`config.mk`:
```
export PLATFORM = sky130hd
export DESIGN_NAME = pwm8_servo_core
export DESIGN_NICKNAME = d
export VERILOG_FILES = /design/src/rtl/pwm8_pkg.sv /design/src/rtl/pwm8_timebase.sv /design/src/rtl/pwm8_servo_core.sv
export SDC_FILE = /design/constraint.sdc
export NUM_CORES = 1
export LEC_CHECK = 0
export CORE_MARGIN = 1
export CORE_UTILIZATION = 43
export CTS_CLUSTER_DIAMETER = 50
export DETAILED_ROUTE_END_ITERATION = 6
export PLACE_DENSITY = 0.61
export REMOVE_ABC_BUFFERS = 1
export SLEW_MARGIN = 0
export SYNTH_ARGS = -nofsm -noshare
export SYNTH_HDL_FRONTEND = slang
export SYNTH_HIERARCHICAL = 1
export SYNTH_SLANG_ARGS = --single-unit
export TNS_END_PERCENT = 30
```
`constraint.sdc`:
```
create_clock -name clk -period 3.2 [get_ports clk]
set_input_delay 0.8 -clock clk [delete_from_list [all_inputs] [get_ports clk]]
set_output_delay 0.8 -clock clk [all_outputs]
set_load 0.05 [all_outputs]
```
`src/rtl/pwm8_pkg.sv`:
```
// rtl/pwm8_pkg.sv - shared constants and slew helper for the pwm8 servo core (PWM_SOFTSTART_EN uses slew_step)
package pwm8_pkg;

  localparam int CNT_W_DEF        = 16;
  localparam int PRESCALE_RST_DEF = 49;
  localparam int PERIOD_RST_DEF   = 19999;
  localparam int DUTY_RST_DEF     = 1500;
  localparam int SLEW_RST_DEF     = 10;

  localparam logic [7:0] ADDR_DUTY0    = 8'h00;
  localparam logic [7:0] ADDR_DUTY7    = 8'h07;
  localparam logic [7:0] ADDR_PERIOD   = 8'h08;
  localparam logic [7:0] ADDR_PRESCALE = 8'h09;
  localparam logic [7:0] ADDR_ENABLE   = 8'h0A;
  localparam logic [7:0] ADDR_CTRL     = 8'h0B;
  localparam logic [7:0] ADDR_FRAMECNT = 8'h0C;
  localparam logic [7:0] ADDR_SLEW     = 8'h0D;

  // Move cur toward tgt by at most slew; slew of zero jumps straight to tgt.
  function automatic logic [31:0] slew_step(input logic [31:0] cur,
                                            input logic [31:0] tgt,
                                            input logic [31:0] slew);
    if (slew == 32'd0) return tgt;
    if (tgt > cur) return ((tgt - cur) > slew) ? cur + slew : tgt;
    return ((cur - tgt) > slew) ? cur - slew : tgt;
  endfunction

endpackage

```
`src/rtl/pwm8_timebase.sv`:
```
// rtl/pwm8_timebase.sv - prescaler, period counter, frame_start and FRAMECNT with SYNC restart
module pwm8_timebase #(
  parameter int CNT_W = 16
) (
  input  logic             clk,
  input  logic             rst,
  input  logic [CNT_W-1:0] prescale,
  input  logic             prescale_wr,
  input  logic             sync,
  input  logic [CNT_W-1:0] period,
  output logic [CNT_W-1:0] count,
  output logic             boundary,
  output logic             frame_start,
  output logic [CNT_W-1:0] framecnt
);

  logic [CNT_W-1:0] pre;
  logic             tick;
  logic             wrap;

  // Tick on the last prescaler step; a wrap is a tick at the end of the period that SYNC does not override.
  always_comb begin
    tick     = (pre >= prescale);
    wrap     = tick && (count >= period) && !sync;
    boundary = sync || wrap;
  end

  // Prescaler restarts on SYNC, on a PRESCALE write, and after every tick.
  always_ff @(posedge clk or negedge rst) begin
    if (!rst) begin
      pre <= '0;
    end else if (sync || prescale_wr || tick) begin
      pre <= '0;
    end else begin
      pre <= pre + 1'b1;
    end
  end

  // Period counter walks 0..period on ticks; SYNC wins over a coincident tick.
  always_ff @(posedge clk or negedge rst) begin
    if (!rst) begin
      count <= '0;
    end else if (sync) begin
      count <= '0;
    end else if (tick) begin
      count <= (count >= period) ? '0 : count + 1'b1;
    end
  end

  // frame_start marks every boundary; FRAMECNT only counts natural wraps and rolls over freely.
  always_ff @(posedge clk or negedge rst) begin
    if (!rst) begin
      frame_start <= 1'b0;
      framecnt    <= '0;
    end else begin
      frame_start <= boundary;
      if (wrap) framecnt <= framecnt + 1'b1;
    end
  end

endmodule

```
`src/rtl/pwm8_servo_core.sv`:
```
// rtl/pwm8_servo_core.sv - 8-channel servo PWM top: register file, shadows, compare; PWM_SOFTSTART_EN adds SLEW
module pwm8_servo_core
  import pwm8_pkg::*;
#(
  parameter int CNT_W        = CNT_W_DEF,
  parameter int PRESCALE_RST = PRESCALE_RST_DEF,
  parameter int PERIOD_RST   = PERIOD_RST_DEF,
  parameter int DUTY_RST     = DUTY_RST_DEF
) (
  input  logic             clk,
  input  logic             rst,
  input  logic [CNT_W-1:0] d_in,
  input  logic [7:0]       addr,
  input  logic             rd,
  input  logic             wr,
  output logic [CNT_W-1:0] d_out,
  output logic             frame_start,
  output logic             pwm0,
  output logic             pwm1,
  output logic             pwm2,
  output logic             pwm3,
  output logic             pwm4,
  output logic             pwm5,
  output logic             pwm6,
  output logic             pwm7
);

  logic [CNT_W-1:0] duty    [8];
  logic [CNT_W-1:0] duty_sh [8];
  logic [CNT_W-1:0] duty_nx [8];
  logic [CNT_W-1:0] duty_ld [8];
  logic [CNT_W-1:0] period, period_sh, period_nx, prescale, count, framecnt, rdata;
  logic [7:0]       enable, en_sh, enable_nx, en_eff, pwm_q;
  logic             wr_duty, wr_period, wr_prescale, wr_enable, sync, boundary;
`ifdef PWM_SOFTSTART_EN
  logic [CNT_W-1:0] slew;
  logic             wr_slew;
`endif

  // Write decode and next-value view of the live registers, so a write coinciding with a boundary is captured.
  always_comb begin
    wr_duty     = wr && (addr <= ADDR_DUTY7);
    wr_period   = wr && (addr == ADDR_PERIOD);
    wr_prescale = wr && (addr == ADDR_PRESCALE);
    wr_enable   = wr && (addr == ADDR_ENABLE);
    sync        = wr && (addr == ADDR_CTRL) && d_in[0];
    period_nx   = wr_period ? d_in : period;
    enable_nx   = wr_enable ? d_in[7:0] : enable;
    en_eff      = en_sh & (wr_enable ? d_in[7:0] : 8'hFF);
    for (int i = 0; i < 8; i++) begin
      duty_nx[i] = (wr_duty && (addr[2:0] == i[2:0])) ? d_in : duty[i];
    end
  end

  // Value each duty shadow takes at a boundary: direct load, or a slew-limited step outside SYNC.
  always_comb begin
    for (int i = 0; i < 8; i++) begin
`ifdef PWM_SOFTSTART_EN
      duty_ld[i] = sync ? duty_nx[i]
                        : CNT_W'(slew_step(32'(duty_sh[i]), 32'(duty_nx[i]), 32'(slew)));
`else
      duty_ld[i] = duty_nx[i];
`endif
    end
  end

  // Live register file; unmapped writes fall through untouched.
  always_ff @(posedge clk or negedge rst) begin
    if (!rst) begin
      for (int i = 0; i < 8; i++) duty[i] <= CNT_W'(DUTY_RST);
      period   <= CNT_W'(PERIOD_RST);
      prescale <= CNT_W'(PRESCALE_RST);
      enable   <= '0;
    end else begin
      for (int i = 0; i < 8; i++) duty[i] <= duty_nx[i];
      period <= period_nx;
      enable <= enable_nx;
      if (wr_prescale) prescale <= d_in;
    end
  end

`ifdef PWM_SOFTSTART_EN
  assign wr_slew = wr && (addr == ADDR_SLEW);

  // SLEW register, present only with soft start.
  always_ff @(posedge clk or negedge rst) begin
    if (!rst) begin
      slew <= CNT_W'(SLEW_RST_DEF);
    end else if (wr_slew) begin
      slew <= d_in;
    end
  end
`endif

  // Shadows load at boundaries; clearing an ENABLE bit drops the shadow bit at once, setting one waits.
  always_ff @(posedge clk or negedge rst) begin
    if (!rst) begin
      for (int i = 0; i < 8; i++) duty_sh[i] <= CNT_W'(DUTY_RST);
      period_sh <= CNT_W'(PERIOD_RST);
      en_sh     <= '0;
    end else if (boundary) begin
      for (int i = 0; i < 8; i++) duty_sh[i] <= duty_ld[i];
      period_sh <= period_nx;
      en_sh     <= enable_nx;
    end else if (wr_enable) begin
      en_sh <= en_sh & d_in[7:0];
    end
  end

  // Registered compare; a same-cycle disable write masks the channel so it drops on the next cycle.
  always_ff @(posedge clk or negedge rst) begin
    if (!rst) begin
      pwm_q <= '0;
    end else begin
      for (int i = 0; i < 8; i++) pwm_q[i] <= en_eff[i] && (count < duty_sh[i]);
    end
  end

  // Read mux over the pre-write register values.
  always_comb begin
    rdata = '0;
    if (addr <= ADDR_DUTY7) begin
      rdata = duty[addr[2:0]];
    end else begin
      case (addr)
        ADDR_PERIOD:   rdata = period;
        ADDR_PRESCALE: rdata = prescale;
        ADDR_ENABLE:   rdata = {{(CNT_W-8){1'b0}}, enable};
        ADDR_FRAMECNT: rdata = framecnt;
`ifdef PWM_SOFTSTART_EN
        ADDR_SLEW:     rdata = slew;
`endif
        default:       rdata = '0;
      endcase
    end
  end

  // Read data register holds until the next read strobe.
  always_ff @(posedge clk or negedge rst) begin
    if (!rst) begin
      d_out <= '0;
    end else if (rd) begin
      d_out <= rdata;
    end
  end

  pwm8_timebase #(.CNT_W(CNT_W)) u_timebase (
    .clk         (clk),
    .rst         (rst),
    .prescale    (prescale),
    .prescale_wr (wr_prescale),
    .sync        (sync),
    .period      (period_sh),
    .count       (count),
    .boundary    (boundary),
    .frame_start (frame_start),
    .framecnt    (framecnt)
  );

  assign {pwm7, pwm6, pwm5, pwm4, pwm3, pwm2, pwm1, pwm0} = pwm_q;

endmodule

```
Word level (Yosys, flattened, before mapping)
Cells that the tools add are included.
{"block": "totals", "regBits": 393, "out_inout_bits": 25, "wordCells": 110}
{"block": "op_classes", "add_sub_neg": 3, "order_cmp": 12, "n_eq_ne": 12, "n_mux": 22, "bitwise": 3, "n_reduce_logical": 31}
{"op": "2-to-1 mux 16 bit", "n": 16}
{"op": "< comparator 16 bit", "n": 8}
{"op": "case mux 16 bit (4 select lines)", "n": 1}
{"op": "adder 16 x 1 -> 16 bit, second input constant", "n": 3}
{"op": "binary-select mux 16 bit (select 3 bit)", "n": 1}
{"op": "== test 8 x 4 -> 1 bit, second input constant", "n": 5}
{"op": ">= comparator 16 bit", "n": 2}
{"op": "2-to-1 mux 8 bit", "n": 4}
{"op": "logical AND 1 bit", "n": 24}
{"op": "AND 8 bit", "n": 2}
{"op": "== test 3 bit, second input constant", "n": 4}
{"op": "<= comparator 8 x 3 -> 1 bit, second input constant", "n": 1}
{"op": "== test 3 x 2 -> 1 bit, second input constant", "n": 2}
{"op": ">= comparator 4 bit, second input constant", "n": 1}
{"op": "NOT 3 -> 4 bit", "n": 1}
{"op": "nonzero test 2 bit", "n": 2}
{"op": "== test 3 x 1 -> 1 bit, second input constant", "n": 1}
{"op": "logical NOT 3 bit", "n": 1}
{"op": "logical OR 1 bit", "n": 3}
{"op": "logical NOT 1 bit", "n": 1}

Logic depth before layout (Yosys ltp)
{"block": "logic_depth", "word_depth": 7, "mapped_depth": 15, "mapped_depth_nobuf": 10}

Hierarchy
The synthesis kept the hierarchy.
{"mod": "pwm8_servo_core", "instances": 1, "cells_each": 1351, "area_per_inst_um2": 17541.8}
{"mod": "pwm8_timebase", "instances": 1, "cells_each": 357, "area_per_inst_um2": 3348.2}

Worst setup path before layout
Ideal clock, no wire load.
{"block": "synth_timing", "path_kind": "input to register", "start": "input port addr[0]", "end": "register duty_sh[73] (netlist name)", "arrival_ps": 3916, "required_time_ps": 3075, "setup_slack_ps": -840, "stages": 13, "path_buffers": 8, "cell_sequence": "buf_2 clkbuf_1 buf_1 nand3_1 nor2_1 clkbuf_1 inv_1 clkbuf_1 o21ai_0 clkbuf_1 clkbuf_1 clkbuf_1 mux2_2"}
{"block": "synth_via", "elab_chain_cells": 6, "word_cells_on_any_way": 11}
{"item": "from (decl)", "line_no": "pwm8_servo_core.sv:13", "text": "input logic [7:0] addr,"}
{"item": "== test 8 x 4 -> 1 bit (*)", "line_no": "pwm8_servo_core.sv:46", "text": "sync = wr && (addr == ADDR_CTRL) && d_in[0];"}
{"item": "logical AND 1 bit (*) (2 in series)", "line_no": "pwm8_servo_core.sv:46"}
{"item": "named net sync", "line_no": "pwm8_servo_core.sv:34", "text": "logic wr_duty, wr_period, wr_prescale, wr_enable, sync, boundary;"}
{"item": "logical NOT 1 bit", "line_no": "pwm8_timebase.sv:24", "text": "wrap = tick && (count >= period) && !sync;"}
{"item": "logical AND 1 bit", "line_no": "pwm8_timebase.sv:24"}
{"item": "logical OR 1 bit (*)", "line_no": "pwm8_timebase.sv:25", "text": "boundary = sync || wrap;"}
{"item": "named net boundary", "line_no": "pwm8_servo_core.sv:34"}
{"item": "to (decl)", "line_no": "pwm8_servo_core.sv:29", "text": "logic [CNT_W-1:0] duty_sh [8];"}
The timed path passes the listed nets; every way through them passes the cells marked *.
A chain may end at the register's enable or synchronous reset.

Worst setup path after layout
{"block": "layout_timing", "start": "register period_sh[14]", "end": "register duty_sh[16] (netlist name)"}
{"block": "layout_via", "elab_chain_cells": 4}
{"item": "from (decl)", "line_no": "pwm8_servo_core.sv:32", "text": "logic [CNT_W-1:0] period, period_sh, period_nx, prescale, count, framecnt, rdata;"}
{"item": "from (signal assigned)", "line_no": "pwm8_servo_core.sv:99", "text": "period_sh <= CNT_W'(PERIOD_RST);"}
{"item": "from (signal assigned)", "line_no": "pwm8_servo_core.sv:103", "text": "period_sh <= period_nx;"}
{"item": ">= comparator 16 bit", "line_no": "pwm8_timebase.sv:24"}
{"item": "logical AND 1 bit (2 in series)", "line_no": "pwm8_timebase.sv:24"}
{"item": "logical OR 1 bit", "line_no": "pwm8_timebase.sv:25"}
{"item": "named net boundary", "line_no": "pwm8_servo_core.sv:34"}
The timed path passes the listed nets, and every way through them passes these cells.

==> results.md <==
- Status: finished clean
- Worst skew pair latency: roughly 0.59 ns
- Initial antenna violation count: 1
- WP depth: 10
- Post-synthesis instance area: roughly 0.021 mm^2
- Worst vdd ir: around 0.00070 V
- # hold bufs at CTS: 0
- Commonest register cell after synthesis: dfrtp_1
- Final Power: approximately 0.019 W
- Kind of critical path: register to register
- Vias in the first global route: roughly 15000
- Final net count: between 2000 and 2500
- CP max FO: 12
- Hold Path Class: input port to async pin
- Number of synthesized flops with an enable pin: 0
- Synth top area share: 31.1%
- Num rows: 80
- Critical path cell sequence: inv_1 -> ha_1 -> nand4_1 -> nor4_1 -> a31oi_1 -> and2_1 -> o21ai_4 -> buf_12 -> buf_12 -> mux2_2
- Register-to-register setup slack: around 0.24 ns
- Chip width: 222 um
- GRT Resource Usage Total: between 20% and 30%
- Wire per inst: between 20 and 25 um
- Vias: 14012
- Worst stage delay on the critical path: approximately 0.54 ns
- IO buf count: 52
- Grt ovf: 0
- End of the worst register-to-register path: duty_sh[16]
- Seq/Total Area, Yosys: roughly 48%
- Post-CTS Setup Bufs: 0
- Clk buf depth: 3
- Ys Warns: 6
- Largest net degree at the start of global routing: 77
- Fin Setup TNS: 0 ns
- Area grow syn2layout: 17.3%
- DR iter-0 viols: between 700 and 800
- H-tree Lvls: 2
- Final Slew Violations: 0
- Tmin final: between 2 and 3 ns
- Post-CTS resize count: 0
- Clk root buf: clkbuf_16
- Die ar.: 0.0495 mm^2
- Worst Path Arrival: between 3 and 4 ns
- Fmax: 338 MHz
- Ratio of cells with drive above 1 in the final layout: about a third
- Die Y: 222 um
- Yosys top cell by area: dfrtp_1
- Critical path's top delay family: simple AND/OR/NAND/NOR gates
- Cells after Synth: about 1700
- I/O pin cnt: 53
- Max cap viols: 0
- Netlist cell types: 70
- Critical path endpoint category: register
- Top post-synthesis cells by area: dfrtp_1, dfstp_2, mux2_2
- Ant diodes: 0
- TritonCTS clock tree: built
- Drt total wl: 58200 um
- Endpoints failing hold: 0
- TritonCTS Buffers: 47
- Core area: approximately 0.048 mm^2
- CP most frequent cell: buf_12
- Most frequent cells after synthesis: dfrtp_1, mux2_2, inv_1, ha_1, dfstp_2
- DR vias/cell: between 5 and 6
- R2R depth: 10
- TritonRoute pass-1 iters: 4
- Critical R2R Launch: period_sh[14]
- FFs w/ async S/R, synth: 100%
- First-pass GRT wire length: 90700 um
- Worst Path Required: roughly 3.7 ns
- Clk slew on worst S/H paths: roughly 0.060 ns
- Worst Tran Pin Value: around 1.2 ns
- Mean Syn Cell Area: between 10 and 15 um^2
- Fill cells: approximately 4200
- DP Wirelength: between 40000 and 50000 um
- Max-slew headroom: 17.3%
- Initial core utilization: a little over two fifths
- Gp weighted congestion: around 0.94
- Pwr per Cell Area: 771 mW/mm^2
- Clk_skew: ~0.031 ns
- Yosys reg bits: 393
- Final ANT Viol Nets: 0
- CP max-delay cell: dfstp_2
- Dpl ws: -0.234 ns
- Most numerous cell in the Yosys netlist: dfrtp_1
- Crit path launch type: register
- Final setup viols: 0
- Final period utilization: between 90 and 100%
- Fin worst setup slack: 0.240 ns
- Worst Path Buf+Inv: 3
- Lkg Pwr: roughly 11 nW
- CTS Sinks: 393
- Post-route DRC violation count: 0
- Unrepaired setup endpoints after global routing: no
sequential cells by signal, summed over array words and instances (netlist names):
register / flops
u_timebase/framecnt: 16
u_timebase/count: 16
prescale: 16
u_timebase/frame_start: 1
u_timebase/pre: 16
period_sh: 16
duty: 128
period: 16
enable: 8
pwm_q: 8
duty_sh: 128
d_out: 16
en_sh: 8
layer usage:
metal | part of all wire, % | GRT usage (%) | up-vias
met4 | 2.8 | 7.10 | 0
li1 | - | - | 6403
met2 | 48 | 40.0 | 293
met1 | 46 | 33.0 | 7233
met3 | 3.8 | 3.61 | 83
met5 | 0 | 0 | -
worst register-to-register path: cells and delay by family (launching register included):
family / cells / cell delay (ns)
adders and majority gates: 1 / 0.29
muxes: 1 / 0.34
AOI/OAI and AO/OA: 2 / 0.47
buffers and inverters: 3 / 0.42
DFF: 1 / 0.54
and+or+nand+nor: 3 / 0.77
cells in the final DEF (no fill, tap or decap), drive strengths merged, types with 4 or more instances in the layout:
cell type	instances
a211o	7
a211oi	15
a21o	20
a21oi	57
a221o	6
a221oi	8
a31oi	10
a32o	11
a41oi	7
and3	14
and4	4
buf	110
clkbuf	70
clkdlybuf4s50	48
clkinv	7
clkinvlp	5
dfrtp	260
dfstp	133
ha	155
inv	168
mux2	306
mux2i	24
mux4	32
nand2	59
nand2b	11
nand3	29
nand4	19
nor2	76
nor2b	18
nor3	18
nor3b	6
nor4	16
o2111ai	15
o21ai	59
o22ai	8
xnor2	16
xor2	13
worst max-delay path by stage:
stage / to / slack (ns) / from
after floorplan: en_sh[6] / -12.17 / u_timebase/count[13]
after detailed placement: d_out[7] / -0.23 / addr[5]
after global routing: u_timebase/count[8] / 0.10 / prescale[14]
final: duty_sh[16] / 0.24 / period_sh[14]
after CTS: u_timebase/count[7] / 0.24 / prescale[14]
after global placement: d_out[7] / -0.17 / addr[5]
stage by stage:
step | utilization (%) | cell area, um^2 | cells | hold WS (ns)
2_1_floorplan | - | 20500 | 1626 | 0.446
3_3_place_gp | 48.0 | 23000 | 2399 | 0.477
3_5_place_dp | 48.0 | 23000 | 2399 | 0.485
4_1_cts | 51.2 | 24500 | 2484 | 0.194
5_1_grt | 51.2 | 24500 | 2484 | 0.223
6_report | 51.2 | 24500 | 2484 | 0.196
kinds of logic (layout without fill, tap and decap cells):
logic type | after synthesis | count (layout) | synth area share, %
buffers and inverters | 247 | 408 | 4.81
AO/OA/AOI/OAI | 237 | 237 | 7.55
adder cells (fa/ha/maj) | 155 | 155 | 9.28
XOR/XNOR | 29 | 29 | 1.25
AND/OR/NAND/NOR | 285 | 285 | 7.77
flip-flops | 393 | 393 | 47.9
multiplexers | 362 | 362 | 21.5
area by class of cell:
type                            instances  area, um^2  area share, %
Tap cell                              615         769           3.14
Timing Repair Buffer                  158        1670           6.83
Clock buffer                           70        1420           5.79
Multi-Input combinational cell       1068        9900           40.4
Sequential cell                       393       10000           40.8
Inverter                              165         619           2.53
Clock inverter                         15         114          0.465
where the power goes:
group          internal [W]  leakage, nW  switching (W)
logic               0.00320         5.36        0.00403
registers           0.00591         4.91       0.000467
clock network       0.00309        0.736        0.00219
total                0.0122         11.0        0.00669
Power figures use the tool's default switching activity.
